File: config.mk
export PLATFORM = sky130hd
export DESIGN_NAME = axis_stream_arbiter_flat
export DESIGN_NICKNAME = d
export VERILOG_FILES = /design/src/rtl/axis_stream_arbiter_if.sv /design/src/rtl/axis_stream_arbiter.sv /design/src/flat_wrapper.sv
export SDC_FILE = /design/constraint.sdc
export NUM_CORES = 1
export LEC_CHECK = 0
export CAP_MARGIN = 15
export CORE_MARGIN = 5
export CORE_UTILIZATION = 46
export CTS_CLUSTER_SIZE = 25
export DETAILED_ROUTE_END_ITERATION = 8
export MAX_ROUTING_LAYER = met4
export PLACE_DENSITY = 0.86
export RECOVER_POWER = 25
export SLEW_MARGIN = 20
export SYNTH_ARGS = -nofsm -noshare
export SYNTH_HDL_FRONTEND = slang
export SYNTH_SLANG_ARGS = --single-unit
File: constraint.sdc
create_clock -name axis_aclk -period 5.6 [get_ports axis_aclk]
set_clock_uncertainty 0.05 [all_clocks]
set_input_delay 0.84 -clock axis_aclk [delete_from_list [all_inputs] [get_ports axis_aclk]]
set_output_delay 0.84 -clock axis_aclk [all_outputs]
set_load 0.02 [all_outputs]
File: src/rtl/axis_stream_arbiter_if.sv
// AXI-Stream bundle shared by the two requester ports and the forwarded
// output port of axis_stream_arbiter.
interface axis_stream_arbiter_if #(
    parameter int DATA_WIDTH = 32
);
    logic [DATA_WIDTH-1:0]   tdata;
    logic [DATA_WIDTH/8-1:0] tstrb;
    logic                    tvalid;
    logic                    tlast;
    logic                    tready;

    // The producer drives payload and valid, the consumer drives ready.
    modport master (output tdata, output tstrb, output tvalid, output tlast, input tready);
    modport slave  (input tdata, input tstrb, input tvalid, input tlast, output tready);
endinterface

File: src/rtl/axis_stream_arbiter.sv
// Two-input packet-locked round-robin AXI-Stream arbiter with a one-stage
// registered output and per-port completed-packet counters.
module axis_stream_arbiter #(
    parameter int DATA_WIDTH = 32,
    parameter int CNT_WIDTH  = 16
) (
    input  logic                  axis_aclk,
    input  logic                  axis_areset,
    axis_stream_arbiter_if.slave  s00_axis,
    axis_stream_arbiter_if.slave  s01_axis,
    axis_stream_arbiter_if.master m00_axis,
    output logic [1:0]            grant,
    output logic [CNT_WIDTH-1:0]  pkt_count0,
    output logic [CNT_WIDTH-1:0]  pkt_count1
);

    typedef enum logic [1:0] {
        IDLE   = 2'd0,
        GRANT0 = 2'd1,
        GRANT1 = 2'd2
    } state_t;

    state_t                  state_q, state_d;
    logic                    last_served_q, last_served_d;
    logic [1:0]              grant_q, grant_d;
    logic [DATA_WIDTH-1:0]   tdata_q, tdata_d;
    logic [DATA_WIDTH/8-1:0] tstrb_q, tstrb_d;
    logic                    tvalid_q, tvalid_d;
    logic                    tlast_q, tlast_d;
    logic [CNT_WIDTH-1:0]    cnt0_q, cnt0_d;
    logic [CNT_WIDTH-1:0]    cnt1_q, cnt1_d;

    logic out_free;
    logic s0_ready, s1_ready;
    logic s0_hs, s1_hs;
    logic s0_last_hs, s1_last_hs;

    // The output register can take a new beat when empty or being drained.
    assign out_free   = ~tvalid_q | m00_axis.tready;
    assign s0_ready   = (state_q == GRANT0) & out_free;
    assign s1_ready   = (state_q == GRANT1) & out_free;
    assign s0_hs      = s0_ready & s00_axis.tvalid;
    assign s1_hs      = s1_ready & s01_axis.tvalid;
    assign s0_last_hs = s0_hs & s00_axis.tlast;
    assign s1_last_hs = s1_hs & s01_axis.tlast;

    assign s00_axis.tready = s0_ready;
    assign s01_axis.tready = s1_ready;

    assign m00_axis.tdata  = tdata_q;
    assign m00_axis.tstrb  = tstrb_q;
    assign m00_axis.tvalid = tvalid_q;
    assign m00_axis.tlast  = tlast_q;
    assign grant           = grant_q;
    assign pkt_count0      = cnt0_q;
    assign pkt_count1      = cnt1_q;

    // Arbitration: pick a requester in IDLE (ties go to the port not served
    // last) and hold it until its tlast beat is accepted.
    always_comb begin
        state_d       = state_q;
        last_served_d = last_served_q;
        case (state_q)
            IDLE: begin
                if (s00_axis.tvalid && s01_axis.tvalid) begin
                    state_d = last_served_q ? GRANT0 : GRANT1;
                end else if (s00_axis.tvalid) begin
                    state_d = GRANT0;
                end else if (s01_axis.tvalid) begin
                    state_d = GRANT1;
                end
            end
            GRANT0: begin
                if (s0_last_hs) begin
                    state_d       = IDLE;
                    last_served_d = 1'b0;
                end
            end
            GRANT1: begin
                if (s1_last_hs) begin
                    state_d       = IDLE;
                    last_served_d = 1'b1;
                end
            end
            default: state_d = IDLE;
        endcase
        grant_d = {state_d == GRANT1, state_d == GRANT0};
    end

    // Output stage: capture any accepted beat, otherwise empty on a drain.
    always_comb begin
        tdata_d  = tdata_q;
        tstrb_d  = tstrb_q;
        tvalid_d = tvalid_q;
        tlast_d  = tlast_q;
        if (s0_hs) begin
            tdata_d  = s00_axis.tdata;
            tstrb_d  = s00_axis.tstrb;
            tlast_d  = s00_axis.tlast;
            tvalid_d = 1'b1;
        end else if (s1_hs) begin
            tdata_d  = s01_axis.tdata;
            tstrb_d  = s01_axis.tstrb;
            tlast_d  = s01_axis.tlast;
            tvalid_d = 1'b1;
        end else if (m00_axis.tready) begin
            tvalid_d = 1'b0;
        end
    end

    // Packet counters count accepted tlast beats and wrap freely.
    always_comb begin
        cnt0_d = cnt0_q;
        cnt1_d = cnt1_q;
        if (s0_last_hs) cnt0_d = cnt0_q + 1'b1;
        if (s1_last_hs) cnt1_d = cnt1_q + 1'b1;
    end

    // All state registers; reset abandons any partial packet in flight.
    always_ff @(posedge axis_aclk or posedge axis_areset) begin
        if (axis_areset) begin
            state_q       <= IDLE;
            last_served_q <= 1'b1;
            grant_q       <= 2'b00;
            tdata_q       <= '0;
            tstrb_q       <= '0;
            tvalid_q      <= 1'b0;
            tlast_q       <= 1'b0;
            cnt0_q        <= '0;
            cnt1_q        <= '0;
        end else begin
            state_q       <= state_d;
            last_served_q <= last_served_d;
            grant_q       <= grant_d;
            tdata_q       <= tdata_d;
            tstrb_q       <= tstrb_d;
            tvalid_q      <= tvalid_d;
            tlast_q       <= tlast_d;
            cnt0_q        <= cnt0_d;
            cnt1_q        <= cnt1_d;
        end
    end

endmodule
File: src/flat_wrapper.sv
// flat-port wrapper written by rule: the top's interface ports become plain ports
module axis_stream_arbiter_flat 
#(
    parameter int DATA_WIDTH = 32,
    parameter int CNT_WIDTH  = 16
)
  (axis_aclk, axis_areset, grant, pkt_count0, pkt_count1, s00_axis_tdata, s00_axis_tstrb, s00_axis_tvalid, s00_axis_tlast, s00_axis_tready, s01_axis_tdata, s01_axis_tstrb, s01_axis_tvalid, s01_axis_tlast, s01_axis_tready, m00_axis_tdata, m00_axis_tstrb, m00_axis_tvalid, m00_axis_tlast, m00_axis_tready);
  axis_stream_arbiter_if #(.DATA_WIDTH(DATA_WIDTH)) s00_axis_i ();
  axis_stream_arbiter_if #(.DATA_WIDTH(DATA_WIDTH)) s01_axis_i ();
  axis_stream_arbiter_if #(.DATA_WIDTH(DATA_WIDTH)) m00_axis_i ();
  input  logic axis_aclk;
  input  logic axis_areset;
  output logic [1:0] grant;
  output logic [CNT_WIDTH-1:0] pkt_count0;
  output logic [CNT_WIDTH-1:0] pkt_count1;
  input wire logic [$bits(s00_axis_i.tdata)-1:0] s00_axis_tdata;
  input wire logic [$bits(s00_axis_i.tstrb)-1:0] s00_axis_tstrb;
  input wire logic [$bits(s00_axis_i.tvalid)-1:0] s00_axis_tvalid;
  input wire logic [$bits(s00_axis_i.tlast)-1:0] s00_axis_tlast;
  output wire logic [$bits(s00_axis_i.tready)-1:0] s00_axis_tready;
  input wire logic [$bits(s01_axis_i.tdata)-1:0] s01_axis_tdata;
  input wire logic [$bits(s01_axis_i.tstrb)-1:0] s01_axis_tstrb;
  input wire logic [$bits(s01_axis_i.tvalid)-1:0] s01_axis_tvalid;
  input wire logic [$bits(s01_axis_i.tlast)-1:0] s01_axis_tlast;
  output wire logic [$bits(s01_axis_i.tready)-1:0] s01_axis_tready;
  output wire logic [$bits(m00_axis_i.tdata)-1:0] m00_axis_tdata;
  output wire logic [$bits(m00_axis_i.tstrb)-1:0] m00_axis_tstrb;
  output wire logic [$bits(m00_axis_i.tvalid)-1:0] m00_axis_tvalid;
  output wire logic [$bits(m00_axis_i.tlast)-1:0] m00_axis_tlast;
  input wire logic [$bits(m00_axis_i.tready)-1:0] m00_axis_tready;
  assign s00_axis_i.tdata = s00_axis_tdata;
  assign s00_axis_i.tstrb = s00_axis_tstrb;
  assign s00_axis_i.tvalid = s00_axis_tvalid;
  assign s00_axis_i.tlast = s00_axis_tlast;
  assign s00_axis_tready = s00_axis_i.tready;
  assign s01_axis_i.tdata = s01_axis_tdata;
  assign s01_axis_i.tstrb = s01_axis_tstrb;
  assign s01_axis_i.tvalid = s01_axis_tvalid;
  assign s01_axis_i.tlast = s01_axis_tlast;
  assign s01_axis_tready = s01_axis_i.tready;
  assign m00_axis_tdata = m00_axis_i.tdata;
  assign m00_axis_tstrb = m00_axis_i.tstrb;
  assign m00_axis_tvalid = m00_axis_i.tvalid;
  assign m00_axis_tlast = m00_axis_i.tlast;
  assign m00_axis_i.tready = m00_axis_tready;
  axis_stream_arbiter #(.DATA_WIDTH(DATA_WIDTH), .CNT_WIDTH(CNT_WIDTH)) u_core (.axis_aclk(axis_aclk), .axis_areset(axis_areset), .s00_axis(s00_axis_i), .s01_axis(s01_axis_i), .m00_axis(m00_axis_i), .grant(grant), .pkt_count0(pkt_count0), .pkt_count1(pkt_count1));
endmodule
==> results.cfg <==
[global_routing]
grt_max_degree = 79
grt_usage = 0.187
grt_pass1_wl_um = 14200
antenna_found_initial = 0
grt_overflow = 0
grt_pass1_vias = 2957

[synth]
synthMuxAreaShare = 0.108
yosys.area_share.simple = 0.153
synth-seq-area-share = 0.528
syn-num-nets = 406
ys.warnings.count = 0
synth_compound_area_frac = 0.0841
synth_xor_area_frac = 0.0739
synthCells = 321
synthAdderAreaFrac = 0.0211
yosysTopAreaCell = dfrtp_1
yosys-top-cells-area = dfrtp_1, mux2i_1, xnor2_1
yosys.area.top_type_share = 0.521
ys_ff_latch = 75
avgSynthCellArea_um2 = 11.1
yosysUniqueCellTypes = 38
syn_area_mm2 = 0.00356
synth_top_family_by_area = simple AND/OR/NAND/NOR gates

[timing]
hold_viol = 0
rsz0062_at_grt = false
drv_slew = 76
finalCriticalPeriod_ns = 3.15
slew_headroom = -0.194
setup_viol = 0
clock.fmax_mhz = 317
tightest_slew_ns = 1.79
finalSetupTns_ns = 0
final.period_utilization = 0.563

[setup_path]
worstPathArrival_ns = 2.26
cp_common_cell = clkdlybuf4s50_1
slowest_stage = clkdlybuf4s50_1
cp_cell_sequence = clkdlybuf4s50_1, nand2b_4, and2_1, clkdlybuf4s50_1
cp_slowest_stage_delay_ns = 0.60
critPathCaptureType = primary output
cp.required_ns = 4.71
start_kind = input pin
worstSetupPathType = in2out
cp_max_fo = 4

[placed_design]
dpl.cell_count = 563
io_buffers = 152
hpwl_um = 6500
place.gp.congestion = 0.909

[detailed_routing]
routed_wl_um = 8800
first_pass_iters = 4
wire_per_inst_um = 15.2
ant_nets = 0
drcViolationCount = 0
first_iter_violations = 93
viasPerCell = 5.07
vias = 2933

[cells_and_area]
diodes = 0
final_common_cell = clkdlybuf4s50_1
fin_cells = 579
nets = 557
fillCellCount = 582
area_growth_pct = 49.4
fin_util = 0.695
drive_above_1_share = 0.0608
mostFrequentLayoutCells = clkdlybuf4s50_1, dfrtp_1, nand2_1

[clocking]
cts_root_buffer = clkbuf_8
clock_sinks = 75
cts_max_level = 3
clk_path_buf_depth = 2
holdBufCountCts = 0
numCtsBuffers = 9
clk_latency_ns = 0.33
cts_resized = 0
cts_setup_buffers = 0
cts_tree = done
cts.clk_slew.worst_paths_ns = 0.07

[floorplan]
die_area_mm2 = 0.00959
coreArea_mm2 = 0.00765
rows = 32
dieWidth_um = 97.9
die_y_um = 97.9
start_util = 0.465
ios = 153

[run_status]
violations = capacitance limit, slew limit
status = complete, but fails checks

[power_and_ir_drop]
p_per_area_mw_per_mm2 = 437
p_leak_nw = 2.32
ir_drop_mv = 0.235
total_power_mw = 2.32

[flow_run]
maxCapViolCount = 1

[hold_path]
min_path_type = reg2reg
==> per-layer routing <==
metal  up-vias  wire, um  global-route usage
met5         -         0                   -
met4         0       193              0.0650
met3        17       540              0.0429
met2       107      4190               0.291
met1      1384      3880               0.241
li1       1425         -                   -
==> power by group <==
| part | switching, mW | internal, mW | total [mW] | leakage, nW |
|---|---|---|---|---|
| Sequential | 0.123 | 0.725 | 0.847 | 0.960 |
| Clock | 0.190 | 0.216 | 0.406 | 0.0991 |
| Combinational | 0.544 | 0.522 | 1.07 | 1.27 |
==> Yosys cell counts (all sizes together) <==
cell type and instances:
nand4 12, xor2 2, nor2 3, xnor2 28
nor4b 1, ha 6, nand2 47, o21ai 43
and2 4, and4 3, nor2b 2, nor3b 2
nand2b 3, a31oi 3, a21oi 5, dfstp 1
nor4 1, mux2i 36, nand3 13, clkbuf 3
nor3 2, o21a 1, and3 5, buf 11
o21ba 1, a211oi 2, dfrtp 74, inv 4
mux2 2, a21boi 1
==> worst max-delay path, delay by kind of cell <==
family	cells	cell delay (ns)
and+or+nand+nor	2	0.29
buffers and inverters	2	1.13
==> cell families after synthesis <==
logic type | Yosys count
and+or+nand+nor | 98
muxes | 38
adders and majority gates | 6
AOI/OAI and AO/OA | 56
buffers and inverters | 18
DFF | 75
xor gates and xnor gates | 30
==> sequential cells by signal, indices dropped and copies added, names as in the netlist <==
name / count
u_core.state_q: 2
u_core.m00_axis.tvalid: 1
u_core.m00_axis.tlast: 1
u_core.last_served_q: 1
u_core.m00_axis.tdata: 32
u_core.pkt_count1: 16
u_core.grant: 2
u_core.m00_axis.tstrb: 4
u_core.pkt_count0: 16
==> path summary, 6_finish.rpt <==
check | from | slack, ns | cells after the start | to
worst min-delay path | u_core.pkt_count1[15]$_DFFE_PP0P_ | 0.42 | 1 | u_core.pkt_count1[15]$_DFFE_PP0P_
max in group asynchronous | axis_areset | 2.90 | 3 | u_core.m00_axis.tdata[15]$_DFFE_PP0P_
min in group asynchronous | axis_areset | 1.54 | 3 | u_core.pkt_count1[14]$_DFFE_PP0P_
worst min register to register | u_core.pkt_count1[15]$_DFFE_PP0P_ | 0.42 | 1 | u_core.pkt_count1[15]$_DFFE_PP0P_
worst max register to register | u_core.state_q[0]$_DFF_PP0_ | 3.30 | 5 | u_core.pkt_count1[1]$_DFFE_PP0P_
worst max-delay path | m00_axis_tready | 2.45 | 4 | s00_axis_tready
==> final cells by class <==
class / count / area, um^2 / area share
clock inverter: 5 / 52.6 / 0.00989
timing repair buffer: 154 / 1530 / 0.289
inverter: 4 / 15.0 / 0.00283
multi-input combinational: 228 / 1560 / 0.294
sequential: 75 / 1880 / 0.354
tap: 102 / 128 / 0.0240
clock buffer: 11 / 141 / 0.0266
==> per-stage QoR <==
| stage | worst slack, ns | hold slack (ns) | area (um^2) |
|---|---|---|---|
| 2_1_floorplan | 2.80 | 0.475 | 3560 |
| 3_3_place_gp | 2.37 | 0.411 | 5130 |
| 3_5_place_dp | 2.29 | 0.416 | 5130 |
| 4_1_cts | 2.41 | 0.427 | 5320 |
| 5_1_grt | 2.40 | 0.431 | 5310 |
| 6_report | 2.45 | 0.424 | 5310 |
Note: power is estimated with default switching activity, not from simulation.
